`src/rtl/rf_write_arbiter_pkg.sv`:
```
// Shared types and constants for the register-file write arbiter.
// Holds the FSM state encoding and the register-file geometry.
package rf_write_arbiter_pkg;

  typedef enum logic {
    ST_CLEAR = 1'b0,
    ST_RUN   = 1'b1
  } state_t;

  localparam int unsigned NUM_REGS = 32;
  localparam int unsigned ADDR_W   = 5;
  localparam int unsigned DATA_W   = 32;

  localparam logic [ADDR_W-1:0] ZERO_REG = '0;
  localparam logic [ADDR_W-1:0] LAST_REG = ADDR_W'(NUM_REGS - 1);

endpackage

```
`src/rtl/rf_write_arbiter_rr_arb2.sv`:
```
// Two-way round-robin arbiter; grant doubles as the combinational ready.
// last_grant remembers the most recently served requester.
module rr_arb2 (
  input  logic       clk,
  input  logic       rst,
  input  logic       en,
  input  logic [1:0] valid,
  output logic [1:0] grant
);

  logic last_grant;

  always_comb begin
    grant = '0;
    if (en) begin
      unique case (valid)
        2'b01:   grant = 2'b01;
        2'b10:   grant = 2'b10;
        2'b11:   grant = last_grant ? 2'b01 : 2'b10;
        default: grant = '0;
      endcase
    end
  end

  // A grant is only ever raised alongside its valid, so any grant is a handshake.
  always_ff @(posedge clk or posedge rst) begin
    if (rst) begin
      last_grant <= 1'b1;
    end else if (|grant) begin
      last_grant <= grant[1];
    end
  end

endmodule

```
`src/rtl/rf_write_arbiter.sv`:
```
// Arbitrates ALU and load writebacks onto a single register-file write port,
// optionally zero-filling every register after reset before accepting writes.
module rf_write_arbiter
  import rf_write_arbiter_pkg::*;
#(
  parameter bit CLEAR_ON_RESET = 1'b1
) (
  input  logic              clk,
  input  logic              rst,
  input  logic              req0_valid,
  input  logic [ADDR_W-1:0] req0_addr,
  input  logic [DATA_W-1:0] req0_data,
  output logic              req0_ready,
  input  logic              req1_valid,
  input  logic [ADDR_W-1:0] req1_addr,
  input  logic [DATA_W-1:0] req1_data,
  output logic              req1_ready,
  output logic              RegWrite,
  output logic [ADDR_W-1:0] WA,
  output logic [DATA_W-1:0] WD,
  output logic              init_done
);

  state_t            state;
  state_t            next_state;
  logic [ADDR_W-1:0] clear_cnt;
  logic [ADDR_W-1:0] cnt_nxt;
  logic              we_nxt;
  logic [ADDR_W-1:0] wa_nxt;
  logic [DATA_W-1:0] wd_nxt;
  logic              arb_en;
  logic [1:0]        grant;
  logic [ADDR_W-1:0] sel_addr;
  logic [DATA_W-1:0] sel_data;

  // Readies must read low throughout reset, even when resetting straight into RUN.
  assign arb_en = (state == ST_RUN) && !rst;

  rr_arb2 u_arb (
    .clk   (clk),
    .rst   (rst),
    .en    (arb_en),
    .valid ({req1_valid, req0_valid}),
    .grant (grant)
  );

  assign req0_ready = grant[0];
  assign req1_ready = grant[1];
  assign sel_addr   = grant[1] ? req1_addr : req0_addr;
  assign sel_data   = grant[1] ? req1_data : req0_data;

  always_comb begin
    next_state = state;
    cnt_nxt    = clear_cnt;
    we_nxt     = 1'b0;
    wa_nxt     = WA;
    wd_nxt     = WD;
    unique case (state)
      ST_CLEAR: begin
        we_nxt = 1'b1;
        wa_nxt = clear_cnt;
        wd_nxt = '0;
        if (clear_cnt == LAST_REG) begin
          next_state = ST_RUN;
        end else begin
          cnt_nxt = clear_cnt + 1'b1;
        end
      end
      ST_RUN: begin
        if (|grant) begin
          we_nxt = (sel_addr != ZERO_REG);
          wa_nxt = sel_addr;
          wd_nxt = sel_data;
        end
      end
      default: next_state = ST_CLEAR;
    endcase
  end

  always_ff @(posedge clk or posedge rst) begin
    if (rst) begin
      state     <= CLEAR_ON_RESET ? ST_CLEAR : ST_RUN;
      clear_cnt <= '0;
      RegWrite  <= 1'b0;
      WA        <= '0;
      WD        <= '0;
      init_done <= 1'b0;
    end else begin
      state     <= next_state;
      clear_cnt <= cnt_nxt;
      RegWrite  <= we_nxt;
      WA        <= wa_nxt;
      WD        <= wd_nxt;
      init_done <= (next_state == ST_RUN);
    end
  end

endmodule
```
`config.mk`:
```
export PLATFORM = sky130hd
export DESIGN_NAME = rf_write_arbiter
export DESIGN_NICKNAME = d
export VERILOG_FILES = /design/src/rtl/rf_write_arbiter_pkg.sv /design/src/rtl/rf_write_arbiter_rr_arb2.sv /design/src/rtl/rf_write_arbiter.sv
export SDC_FILE = /design/constraint.sdc
export NUM_CORES = 1
export LEC_CHECK = 0
export BUFFER_PORTS_ARGS = -buffer_cell sky130_fd_sc_hd__buf_2
export CAP_MARGIN = 10
export CORE_MARGIN = 5
export CORE_UTILIZATION = 44
export DETAILED_ROUTE_END_ITERATION = 7
export PLACE_DENSITY = 0.77
export SETUP_SLACK_MARGIN = 0.05
export SLEW_MARGIN = 25
export SYNTH_ARGS = -nofsm -noshare
export SYNTH_HDL_FRONTEND = slang
export SYNTH_SLANG_ARGS = --single-unit
export TNS_END_PERCENT = 20
```
`constraint.sdc`:
```
create_clock -name clk -period 2.63 [get_ports clk]
set_clock_uncertainty 0.2 [all_clocks]
set_input_delay 0.263 -clock clk [delete_from_list [all_inputs] [get_ports clk]]
set_output_delay 0.263 -clock clk [all_outputs]
set_load 0.02 [all_outputs]
```
Yosys cells after proc, flatten, opt, wreduce, memory -nomap -nowiden
Cells that the tools add are included.

Register bits after elaboration: 45. Input port bits: 78. Output and inout port bits: 41. Word-level logic and storage cells: 32.

Add/subtract/negate cells: 1. Eq/ne operators: 5. Muxes and demuxes: 13. Bitwise logic cells: 2. Reductions and logical operators: 5.

Operators by type and width (number): 2-to-1 mux 32 bit (2); one-hot mux 32 bit (2 select lines) (1); 2-to-1 mux 5 bit (2); one-hot mux 5 bit (2 select lines) (1); one-hot mux 2 bit (3 select lines) (1); adder 5 x 1 -> 5 bit, second input constant (1); == test 5 bit, second input constant (1); nonzero test 5 bit (1); == test 2 bit, second input constant (2); 2-to-1 mux 2 bit (2); 2-to-1 mux 1 bit (3); == test 2 x 1 -> 1 bit, second input constant (1); != test 2 x 1 -> 1 bit, second input constant (1); NOT 1 bit (2); one-hot mux 1 bit (2 select lines) (1); AND reduction 2 bit (1); OR reduction 2 bit (1); logical AND 1 bit (1); zero test 1 bit (1).

Longest topological paths before layout
Depth after elaboration: 7. Mapped depth: 6. Depth with buffers taken out: 6.

By module
A second synthesis with hierarchy kept.

Cells, all modules: 241. Area total of the unflattened synthesis: 2386.0 um^2.

By module, submodules not included: rf_write_arbiter (instances 1, cells each 232, area each 2319.7 um^2); rr_arb2 (instances 1, cells each 9, area each 66.3 um^2).

Least setup slack after synthesis
Ideal clock, no wire load.

Path kind: input to register. Start point: in rst. End point: reg WD[0]. Library setup time: 0.122 ns. Arrival time: 2.065 ns. Path slack: 0.244 ns. Stages: 6. Cells stage by stage: inv_1 > and3_1 > buf_4 > buf_6 > mux2i_1 > o21ai_1.

Longest elaborated chain between the ends: 6. Elaborated cells between the ends (all ways): 8. Those cells by class: eq/ne: 1; mux: 4; reduce/logical: 3.

Ends and longest elaborated chain: start: declaration (RTL line rf_write_arbiter.sv:9) `input logic rst,`; zero test 1 bit (no line) (*); logical AND 1 bit (*) (RTL line rf_write_arbiter.sv:37) `assign arb_en = (state == ST_RUN) && !rst;`; 2-to-1 mux 2 bit (*) (RTL line rf_write_arbiter_rr_arb2.sv:15) `if (en) begin`; 2-to-1 mux 32 bit (RTL line rf_write_arbiter.sv:50) `assign sel_data = grant[1] ? req1_data : req0_data;`; 2-to-1 mux 32 bit (RTL line rf_write_arbiter.sv:70) `if (|grant) begin`; one-hot mux 32 bit (2 select lines) (RTL line rf_write_arbiter.sv:58) `unique case (state)`; end signal: assignment (RTL line rf_write_arbiter.sv:93) `WD <= wd_nxt;`; end: declaration (RTL line rf_write_arbiter.sv:20) `output logic [DATA_W-1:0] WD,`.

Every way passes the cells marked *; elsewhere a longest branch is shown, timed or not. The select of a mux whose other input is x is not followed. A chain may end at the register's enable or synchronous reset.

Final worst setup path
Start point: in rst. End point: out req1_ready.

Longest elaborated chain between the ends: 3.

Ends and longest elaborated chain: zero test 1 bit (no line); logical AND 1 bit (RTL line rf_write_arbiter.sv:37); 2-to-1 mux 2 bit (RTL line rf_write_arbiter_rr_arb2.sv:15); end: declaration (RTL line rf_write_arbiter.sv:17) `output logic req1_ready,`.

No other way between the ends.

==> summary.txt <==
Run status
  – Outcome: complete, no violations

Place
  – DP HPWL: 4428 um
  – Placer Congestion: 0.8235
  – Port bufs: 118
  – Placed cells: 384

Timing
  – Finish-stage setup viols: 0
  – Final count of pins violating max slew: 0
  – RSZ-0062 raised after global routing: no
  – Setup TNS Final: 0 ns
  – Slew headroom: 69.74%
  – Min Tclk post-route: 2.319 ns
  – Fin crit share: 88.16%
  – Slew @ Worst Pin: 0.4539 ns
  – Final Hold Fails: 0
  – Fmax: 431.3 MHz
  – Worst-case hold slack: 0.005712 ns

Routing
  – Initial DRT Pass Iterations: 5
  – Antenna Violating Nets Remaining: 0
  – Per-cell routed wire length: 15.11 um
  – DR DRC count: 0
  – Drt total wl: 6407 um
  – Vias per cell: 4.866
  – Routed via count: 2,063
  – Drt initial violations: 111

Clock tree
  – Total CTS buffers: 5
  – Reg clk slew, reported paths: 0.08 ns
  – Hold-fix buffers at CTS: 32
  – Clock insertion delay at the later pin of the skew report: 0.29 ns
  – CTS Buffer Depth: 2
  – Post-CTS Setup Bufs: 0
  – Root Driver: clkbuf_8
  – Resized Gates After CTS: 0
  – Clock net sink count: 45
  – CTS tree: built
  – CTS HTree Levels: 2

Logic synthesis
  – Top_reg_cell synth: dfrtp_1
  – Yosys top cell by area: dfrtp_1
  – Top cell type's share of synthesized area: 51.22%
  – Post-synthesis sequential area ratio: 52.44%
  – Yosys reg bits: 45
  – Top cells by count, synth: 44 x dfrtp_1, 41 x nand2_1, 32 x mux2i_1
  – Synth async-reset ratio: 100.0%
  – Mapped Nets: 284
  – Synth area leaders: dfrtp_1 51%, mux2i_1 15%, nand2_1 7.2%, o21ai_0 5.4%, o21ai_1 3.3%
  – Ys Warns: 0
  – Unique masters post-synth: 30
  – Post-synthesis cell count: 204
  – Number of synthesized flops with an enable pin: 0
  – Post-synthesis cell area: 2150 um^2
  – Avg Inst Size Synth: 10.54 um^2
  – Most frequent cell after synthesis: dfrtp_1

GRT
  – Largest net degree at the start of global routing: 44
  – First-pass GRT wire length: 9949 um
  – GRT Overall Usage: 19.99%
  – Vias in the first global route: 2,030
  – GRT overflow: 0
  – Initial antenna violation count: 0

Power and ir drop
  – Pint: 1.319 mW
  – Clock power share: 23.2%
  – PD cells: 614.9 nW/um^2
  – IR Drop Worst-Case VDD: 0.0003679 V
  – Combinational power share: 32.1%
  – Net Switching: 662.3 uW
  – Leak Pwr: 1.656 nW
  – Net Sw Frac: 33.43%
  – Sequential power share: 44.7%

Cells and area
  – Nets: 436
  – Share of cells above drive strength 1: 39.78%
  – Area grow syn2layout: 49.88%
  – # diodes: 0
  – Layout Cells excl Fill: 424
  – Finished Core Util: 68.21%

Die
  – Core ar.: 4723 um^2
  – Core Rows: 25
  – Die Wd: 79.90 um
  – Initial Util: 45.51%
  – Die area: 6383 um^2
  – I/O Pins: 119
  – Chip Height: 79.90 um

Job
  – Max-cap violations: 0

Worst setup path
  – Setup CP Type: primary input to output port
  – Critical path arrival: 1.86 ns
  – Worst-path maximum fanout: 43
  – Worst setup EP type: output port
  – Startpoint Class: primary input
  – Req. time, crit path: 2.17 ns

Hold path
  – HP Class: primary input to flop
flip-flops by register name (all words and copies together), names as in the netlist:
register and cells:
state 1, WA 5, WD 32, clear_cnt 5, u_arb.last_grant 1, RegWrite 1
kinds of logic (layout without fill, tap and decap cells):
logic type,Yosys count,count (layout),synth area share (%)
multiplexers,37,37,17.52
AND/OR/NAND/NOR,54,54,10.71
flip-flops,45,45,52.45
buffers and inverters,16,169,4.249
XOR/XNOR,3,3,1.223
adder cells (fa/ha/maj),2,2,1.164
AO/OA/AOI/OAI,47,47,12.69
final cells by class:
cell class / count / area, um^2
Clock buffer: 7 / 96.34
Clock inverter: 1 / 5.005
Fill cell: 367 / 1501
Inverter: 4 / 15.01
Multi-Input combinational cell: 143 / 930.9
Sequential cell: 45 / 1127
Tap cell: 67 / 83.83
Timing Repair Buffer: 157 / 963.4
power by group through the flow:
stage | clock network [mW] | registers, mW | logic, mW
after floorplan | 0 | 1.05 | 0.205
after global placement | 0 | 0.894 | 0.587
after detailed placement | 0 | 0.898 | 0.603
after CTS | 0.480 | 0.884 | 0.640
after global routing | 0.501 | 0.899 | 0.689
final | 0.461 | 0.885 | 0.635
per-layer routing:
| layer | track usage (%) | up-vias | part of all wire (%) |
|---|---|---|---|
| met3 | 5.305 | 4 | 9.0 |
| met1 | 25.52 | 962 | 42 |
| li1 | - | 1014 | - |
| met5 | 0 | - | 0 |
| met4 | 4.054 | 0 | 0.45 |
| met2 | 34.02 | 83 | 48 |
cells in the final DEF (no fill, tap or decap):
cell / Yosys / final
xor2_1: 1 / 1
a21o_1: 1 / 1
mux2i_1: 32 / 32
nand2_1: 41 / 41
o21ai_1: 14 / 14
nand3_1: 1 / 1
a221o_1: 1 / 1
nand3_2: 1 / 1
clkbuf_8: 0 / 7
nand4_1: 1 / 1
mux2_2: 5 / 5
buf_4: 4 / 7
dlygate4sd3_1: 0 / 32
inv_1: 4 / 3
nand2b_1: 2 / 2
a21oi_1: 2 / 2
nor2_1: 4 / 4
dfstp_2: 1 / 1
a22oi_1: 3 / 3
o21ai_0: 23 / 23
inv_2: 0 / 1
dfrtp_1: 44 / 44
o21bai_1: 1 / 1
or4_1: 2 / 2
and3_1: 2 / 2
ha_1: 2 / 2
a211oi_4: 1 / 1
a222oi_1: 1 / 1
xnor2_1: 2 / 2
buf_2: 4 / 118
clkinv_2: 0 / 1
through the flow:
stage	worst slack, ns	area (um^2)	power, mW
after floorplan	0.2438	2150	1.252
after global placement	0.6600	2800	1.481
after detailed placement	0.6257	2800	1.501
after CTS	0.3079	3222	2.004
after global routing	0.2339	3222	2.088
final	0.3113	3222	1.981
worst max-delay path, stage by stage:
cell	delay (ns)
dlygate4sd3_1	0.53
buf_2	0.15
a211oi_4	0.21
buf_4	0.44
buf_2	0.25
path summary, 6_finish.rpt:
kind | from | end | slack (ns) | cells after the start
setup / recovery | rst | req1_ready | 0.31 | 5
setup reg to reg | clear_cnt[0] | clear_cnt[1] | 0.59 | 5
hold reg to reg | clear_cnt[3] | clear_cnt[3] | 0.32 | 1
min in group asynchronous | rst | WD[3] | 0.41 | 4
max in group asynchronous | rst | u_arb.last_grant | 1.55 | 4
hold / removal | req1_data[15] | WD[15] | 0.006 | 3
Power figures use the tool's default switching activity.
